[src/rtl/apb3_cmd_initiator.sv]
// apb3_cmd_initiator
// Turns a valid/ready command stream into single APB3 transfers and returns
// one response per command on a valid/ready response stream. A wait-state
// timeout aborts transfers to slaves that never assert PREADY.
//
// Ports:
//   PCLK, PRESETN                 clock, asynchronous active-low reset
//   cmd_valid/cmd_ready           command handshake (accepted only in IDLE)
//   cmd_write/cmd_addr/cmd_wdata  command payload
//   rsp_valid/rsp_ready           response handshake
//   rsp_rdata/rsp_err/rsp_timeout response payload
//   PADDR/PSEL/PENABLE/PWRITE/PWDATA  APB3 requester outputs
//   PRDATA/PREADY/PSLVERR             APB3 completer inputs
module apb3_cmd_initiator #(
  parameter int ADDR_WIDTH     = 32,
  parameter int DATA_WIDTH     = 32,
  parameter int TIMEOUT_CYCLES = 256,
  parameter int TO_WIDTH       = 16
) (
  input  logic                  PCLK,
  input  logic                  PRESETN,
  input  logic                  cmd_valid,
  output logic                  cmd_ready,
  input  logic                  cmd_write,
  input  logic [ADDR_WIDTH-1:0] cmd_addr,
  input  logic [DATA_WIDTH-1:0] cmd_wdata,
  output logic                  rsp_valid,
  input  logic                  rsp_ready,
  output logic [DATA_WIDTH-1:0] rsp_rdata,
  output logic                  rsp_err,
  output logic                  rsp_timeout,
  output logic [ADDR_WIDTH-1:0] PADDR,
  output logic                  PSEL,
  output logic                  PENABLE,
  output logic                  PWRITE,
  output logic [DATA_WIDTH-1:0] PWDATA,
  input  logic [DATA_WIDTH-1:0] PRDATA,
  input  logic                  PREADY,
  input  logic                  PSLVERR
);

  typedef enum logic [1:0] {
    IDLE   = 2'd0,
    SETUP  = 2'd1,
    ACCESS = 2'd2,
    RESP   = 2'd3
  } state_t;

  // Word-aligned APB addresses: the two low byte-address bits are cleared.
  localparam logic [ADDR_WIDTH-1:0] ALIGN_MASK = {{(ADDR_WIDTH-2){1'b1}}, 2'b00};
  localparam logic [TO_WIDTH-1:0]   TO_LIMIT   = TO_WIDTH'(TIMEOUT_CYCLES);
  localparam bit                    TO_EN      = (TIMEOUT_CYCLES != 0);

  state_t              state_r;
  logic [TO_WIDTH-1:0] wait_cnt_r;
  logic [TO_WIDTH-1:0] wait_cnt_inc_s;

  // Value the wait counter takes after one more PREADY-low ACCESS cycle.
  assign wait_cnt_inc_s = wait_cnt_r + {{(TO_WIDTH-1){1'b0}}, 1'b1};

  // Transfer sequencer: state, APB outputs and response registers.
  always_ff @(posedge PCLK or negedge PRESETN) begin
    if (!PRESETN) begin
      state_r     <= IDLE;
      wait_cnt_r  <= {TO_WIDTH{1'b0}};
      cmd_ready   <= 1'b0;
      rsp_valid   <= 1'b0;
      rsp_rdata   <= {DATA_WIDTH{1'b0}};
      rsp_err     <= 1'b0;
      rsp_timeout <= 1'b0;
      PADDR       <= {ADDR_WIDTH{1'b0}};
      PSEL        <= 1'b0;
      PENABLE     <= 1'b0;
      PWRITE      <= 1'b0;
      PWDATA      <= {DATA_WIDTH{1'b0}};
    end else begin
      case (state_r)
        IDLE: begin
          // cmd_ready is registered, so acceptance is gated on its current value.
          if (cmd_valid && cmd_ready) begin
            PADDR     <= cmd_addr & ALIGN_MASK;
            PWDATA    <= cmd_wdata;
            PWRITE    <= cmd_write;
            PSEL      <= 1'b1;
            PENABLE   <= 1'b0;
            cmd_ready <= 1'b0;
            state_r   <= SETUP;
          end else begin
            cmd_ready <= 1'b1;
          end
        end
        SETUP: begin
          PENABLE <= 1'b1;
          state_r <= ACCESS;
        end
        ACCESS: begin
          // PREADY has priority over a timeout landing in the same cycle.
          if (PREADY) begin
            PSEL        <= 1'b0;
            PENABLE     <= 1'b0;
            rsp_valid   <= 1'b1;
            rsp_err     <= PSLVERR;
            rsp_timeout <= 1'b0;
            rsp_rdata   <= (!PWRITE && !PSLVERR) ? PRDATA : {DATA_WIDTH{1'b0}};
            state_r     <= RESP;
          end else if (TO_EN && (wait_cnt_inc_s == TO_LIMIT)) begin
            wait_cnt_r  <= wait_cnt_inc_s;
            PSEL        <= 1'b0;
            PENABLE     <= 1'b0;
            rsp_valid   <= 1'b1;
            rsp_err     <= 1'b1;
            rsp_timeout <= 1'b1;
            rsp_rdata   <= {DATA_WIDTH{1'b0}};
            state_r     <= RESP;
          end else begin
            wait_cnt_r <= wait_cnt_inc_s;
          end
        end
        RESP: begin
          // cmd_ready rises together with the return to IDLE so the next
          // command can be taken in the very first IDLE cycle.
          if (rsp_ready) begin
            rsp_valid  <= 1'b0;
            wait_cnt_r <= {TO_WIDTH{1'b0}};
            cmd_ready  <= 1'b1;
            state_r    <= IDLE;
          end else begin
            rsp_valid <= 1'b1;
          end
        end
        default: begin
          state_r   <= IDLE;
          PSEL      <= 1'b0;
          PENABLE   <= 1'b0;
          rsp_valid <= 1'b0;
          cmd_ready <= 1'b0;
        end
      endcase
    end
  end

endmodule

[config.mk]
export PLATFORM = sky130hd
export DESIGN_NAME = apb3_cmd_initiator
export DESIGN_NICKNAME = d
export VERILOG_FILES = /design/src/rtl/apb3_cmd_initiator.sv
export SDC_FILE = /design/constraint.sdc
export NUM_CORES = 1
export LEC_CHECK = 0
export CORE_ASPECT_RATIO = 1.4
export CORE_MARGIN = 2
export CORE_UTILIZATION = 32
export DETAILED_ROUTE_END_ITERATION = 8
export SLEW_MARGIN = 0
export SYNTH_ARGS = -nofsm -noshare
export SYNTH_HDL_FRONTEND = slang
export SYNTH_SLANG_ARGS = --single-unit
[constraint.sdc]
create_clock -name PCLK -period 2.7 [get_ports PCLK]
set_input_delay 0.27 -clock PCLK [delete_from_list [all_inputs] [get_ports PCLK]]
set_output_delay 0.27 -clock PCLK [all_outputs]
set_load 0.05 [all_outputs]
After elaboration in Yosys (flattened, before gate mapping)
Index checks and enable logic that the tools add are counted.
{ "classes": {"mux": 26, "eq_ne": 8, "add_sub_neg": 1, "reduce_logical": 18} }
{ "ops": {"columns": ["op", "count"], "rows": [
  ["$mux 32", 3],
  ["$mux 16", 2],
  ["$pmux 16 s2", 1],
  ["$add 16x1->16 const B", 1],
  ["$eq 16x9->1 const B", 1],
  ["$reduce_and 3->1", 4],
  ["$mux 1", 11],
  ["$mux 2", 4],
  ["$pmux 2 s4", 1],
  ["$reduce_and 2->1", 4],
  ["$reduce_bool 2->1", 4],
  ["$ne 2x2->1 const B", 3],
  ["$pmux 1 s2", 3],
  ["$eq 2x2->1 const B", 2],
  ["$ne 3x3->1 const B", 1],
  ["$pmux 1 s3", 1],
  ["$reduce_bool 3->1", 1],
  ["$eq 2x1->1 const B", 1],
  ["$logic_and 1x1->1", 2],
  ["$logic_not 1->1", 2],
  ["$logic_not 2->1", 1]
]} }
{ "word_totals": {"out_inout_bits": 103, "ff_bits": 119} }

Logic depth before layout (Yosys ltp)
{ "logic_depth": {"word_depth": 5, "mapped_depth": 10} }

Worst setup path after synthesis
OpenSTA, ideal clock, no wires.
{ "synth_timing": {"kind": "register to register", "startpoint": "register wait_cnt_r[0]", "endpoint": "register state_r[1]", "period_less_slack_ns": 2.446, "t_arrival_ns": 2.318, "setup_slack_ns": 0.254, "t_required_ns": 2.572, "stages_incl_launch_ff": 10, "path_cell_list": "dfrtp_1 > ha_1 > and3_1 > buf_4 > and4_4 > o21ai_2 > a211oi_2 > nand4_2 > a221oi_2 > mux2_1"} }
{ "synth_between": {"elab_chain_cells": 4} }
{ "synth_rtl": {"columns": ["element", "line_no", "text"], "rows": [
  ["start, declared", "55", "logic [TO_WIDTH-1:0] wait_cnt_r;"],
  ["start signal, assigned", "65", "wait_cnt_r <= {TO_WIDTH{1'b0}};"],
  ["start signal, assigned", "107", "wait_cnt_r <= wait_cnt_inc_s;"],
  ["start signal, assigned", "116", "wait_cnt_r <= wait_cnt_inc_s;"],
  ["$add 16x1->16", "59", "assign wait_cnt_inc_s = wait_cnt_r + {{(TO_WIDTH-1){1'b0}}, 1'b1};"],
  ["$eq 16x9->1", "106", "end else if (TO_EN && (wait_cnt_inc_s == TO_LIMIT)) begin"],
  ["$ne 3x3->1 (no line)", null, null],
  ["$reduce_and 3->1 (no line)", null, null],
  ["end signal, assigned", "64", "state_r <= IDLE;"],
  ["end signal, assigned", "105", "state_r <= RESP;"],
  ["end signal, assigned", "114", "state_r <= RESP;"],
  ["end, declared", "54", "state_t state_r;"]
]} }
No other way between the ends.
A chain may end at the register's enable or synchronous reset.

Worst setup path after layout
Same ends and word-level chain as after synthesis.

==> reports/summary.md <==
• 4 — H-tree Lvls
• 0.566 ns — slew at the pin closest to its max-slew limit
• 0.326 — initial core utilization
• 2.99 ns — required time of the worst setup path
• 17 — clock buffers created by TritonCTS
• 0.160 ns — setup slack at placement
• 111 um — Die W
• 0.167 — combined global-route utilization of all metal layers
• 153 um — die height
• 239 — number of DRC markers after the initial detailed-route iteration
• 0.214 — part of the power in the clock network
• 8 — logic depth of the worst register-to-register path
• 0.585 — fraction of synthesized cell area taken by the top area cell type
• in2async — worst min path class
• 0 ns — total negative slack
• 201 — Buffers on Ports
• 2 — Max Buffers Root-to-Sink
• 0.265 — sequential share of power
• false — RSZ-0062 raised after global routing
• 0.891 mV — largest voltage drop on the vdd net
• 119 — number of sinks handled by clock tree synthesis
• 0 — residual DRC count
• 0.00343 uW — leakage power
• 15600 um^2 — core area
• 2.78 ns — Data arrival, critical path
• 5090 um^2 — Syn Std Cell Area
• 0.06 ns — clock-pin slew of the registers on the worst-case setup and hold paths
• finished, final reports clean — run status
• 0 — ANT cells
• 0 — number of max-slew violations in the final report
• 4910 uW — P_sw
• 0 — number of antenna violations at the first check in global routing
• 0.922 — final worst-path cycle share
• 0 — global route overflow
• state_r[1] — Reg2Reg Capture Point
• 0.622 — worst relative slew slack
• sky130_fd_sc_hd__dfrtp_1 — library cell with the largest summed area after synthesis
• 49 — number of distinct library cell variants in the gate-level netlist after synthesis
• 1400 nW/um^2 — power density over cell area
• 0.210 ns — PnR worst setup slack
• 119 — number of synthesized register bits
• 0.585 — sequential cell area fraction in the yosys report
• 7 — highest net fanout along the worst path
• 0.0110 ns — largest clock skew in the final design
• built — TritonCTS clock tree
• 2.49 ns — final worst path period need
• 6290 uW — internal power
• sky130_fd_sc_hd__clkdlybuf4s50_1, sky130_fd_sc_hd__dfrtp_1, sky130_fd_sc_hd__mux2_2, sky130_fd_sc_hd__a22o_1, sky130_fd_sc_hd__o21ai_0 — highest-count cells in the layout ignoring fill and taps
• 0.200 — layout cells sized above 1
• 0.42 ns — clock latency reported for the late side of the worst-skew pair
• 0.521 — proportion of power drawn by combinational gates
• 17000 um^2 — DIE AREA
• 56.6% — Synth-to-Final Area Change
• sky130_fd_sc_hd__dfrtp_1, sky130_fd_sc_hd__mux2_2, sky130_fd_sc_hd__a22o_1 — top cells by area in the synthesized netlist
• flop — Critical Path Sink Type
• 402 MHz — maximum operating frequency
• 392 — cell count after synthesis
• 13.0 um^2 — synthesized area per cell
• 706 — Net count, final
• 0 — EDFF count, synth
• 206 — I/O pin count
• 3980 — via count
• sky130_fd_sc_hd__clkdlybuf4s50_1 — most common library cell in the layout ignoring fill and taps
• 4.94 — via density per instance
• 0 — max cap viols
• 59 — maximum number of pins on one net before global-route repair
• 17.1 um — average detailed-routed wire length per instance
• 10000 um — post-detailed-placement half-perimeter wirelength
• 22200 um — wire length of the first global-routing pass
• 1326 — number of fillers in the final layout
• 0 — number of buffers inserted by post-CTS setup repair
• 0.21 ns — reg-to-reg slack, setup
• 0.438 — switching part of the total
• 1.00 — proportion of synthesized flip-flops having asynchronous set or reset
• flop — startpoint kind of the worst setup timing path
• 0 — number of endpoints with negative hold slack in the final report
• 6 — first-pass detailed-route iteration total
• 0 — Antenna Violating Nets Remaining
• 0 — warning count from the yosys run
• 0 — Final setup violation count
• 0.511 — core utilization of the finished layout
• sky130_fd_sc_hd__clkbuf_16 — clock tree root buffer cell
• wait_cnt_r[0] — launching point of the worst reg2reg path
• 4205 — via count of the first global-routing pass
• 54 — number of cell rows
• sky130_fd_sc_hd__dfrtp_1 — most used flip-flop cell after synthesis
• 13800 um — Total Routed Length
• reg2reg — kind of critical path
• 0.829 — GPL Wtd Cong
-- area by class of cell --
cell class	instances	area [um^2]	share of cell area
Timing Repair Buffer	213	2140	0.268
Clock inverter	10	140	0.0176
Inverter	5	18.8	0.00235
Tap cell	196	245	0.0307
Multi-Input combinational cell	241	1960	0.246
Sequential cell	119	2980	0.373
Clock buffer	22	494	0.0620
-- kinds of logic (layout without fill, tap and decap cells) --
logic type	after synthesis	in the layout	synth area share
multiplexers	66	66	0.146
AND/OR/NAND/NOR	66	66	0.0769
XOR/XNOR	3	3	0.00516
AO/OA/AOI/OAI	98	98	0.139
adder cells (fa/ha/maj)	6	6	0.0147
other	1	2	0.000736
flip-flops	119	119	0.585
buffers and inverters	33	250	0.0329
-- sequential cells by signal (all words and copies together), names as in the netlist --
name	count
rsp_valid	1
PADDR	30
PWRITE	1
rsp_timeout	1
rsp_err	1
state_r	2
PWDATA	32
PSEL	1
wait_cnt_r	16
cmd_ready	1
rsp_rdata	32
PENABLE	1
-- critical path, cell delays in order, from the launching register on --
cell	delay [ns]
sky130_fd_sc_hd__dfrtp_1	0.34
sky130_fd_sc_hd__ha_1	0.26
sky130_fd_sc_hd__and3_2	0.29
sky130_fd_sc_hd__and4_4	0.25
sky130_fd_sc_hd__o21ai_2	0.06
sky130_fd_sc_hd__a211oi_2	0.25
sky130_fd_sc_hd__nand4_2	0.21
sky130_fd_sc_hd__a221oi_2	0.34
sky130_fd_sc_hd__mux2_1	0.36
-- repair_timing --
action	CTS	global route
hold buffers	1	0
gates resized for setup	0	1
endpoints found under the setup margin	0	1
endpoints found under the hold margin	26	0
-- cell usage after synthesis (6+ instances only) --
master                     number
sky130_fd_sc_hd__a21oi_1       11
sky130_fd_sc_hd__a22o_1        34
sky130_fd_sc_hd__a31oi_1        6
sky130_fd_sc_hd__clkbuf_1      16
sky130_fd_sc_hd__dfrtp_1      119
sky130_fd_sc_hd__ha_1           6
sky130_fd_sc_hd__mux2_2        64
sky130_fd_sc_hd__nand2_1       13
sky130_fd_sc_hd__nand4_1        6
sky130_fd_sc_hd__nor2_1        12
sky130_fd_sc_hd__o21ai_0       28
-- power groups by stage --
stage	Clock, uW	Combinational, uW	Sequential (uW)
4_1_cts	2450	5910	2970
3_3_place_gp	0	5830	2950
2_1_floorplan	0	1220	5530
3_5_place_dp	0	5890	2980
5_1_grt	2540	6080	3070
6_report	2390	5840	2960
-- stage by stage --
| step | instance area, um^2 | hold slack (ns) | std cells | total power, uW |
|---|---|---|---|---|
| floorplan | 5100 | -0.0256 | 393 | 6760 |
| global placement | 7330 | 0.211 | 773 | 8780 |
| detailed placement | 7330 | 0.223 | 773 | 8870 |
| CTS | 7980 | 0.310 | 806 | 11300 |
| global route | 7980 | 0.328 | 806 | 11700 |
| finish | 7980 | 0.320 | 806 | 11200 |
-- worst max-delay path by stage --
stage | start | end | cells after the start | slack [ns]
finish | wait_cnt_r[0] | state_r[1] | 8 | 0.21
floorplan | wait_cnt_r[0] | state_r[1] | 9 | 0.25
CTS | wait_cnt_r[0] | state_r[1] | 8 | 0.16
detailed placement | wait_cnt_r[1] | state_r[1] | 8 | 0.16
global route | wait_cnt_r[0] | state_r[1] | 8 | 0.04
global placement | wait_cnt_r[0] | state_r[1] | 8 | 0.21
-- per-layer routing --
metal | global-route usage | share of wire | up-vias | routed length, um
li1 | - | - | 1852 | -
met4 | 0.0815 | 0.026 | 0 | 364
met2 | 0.298 | 0.54 | 129 | 7500
met3 | 0.0575 | 0.049 | 27 | 680
met1 | 0.173 | 0.38 | 1972 | 5230
met5 | 0 | 0 | - | 0
Power figures use the tool's default switching activity.
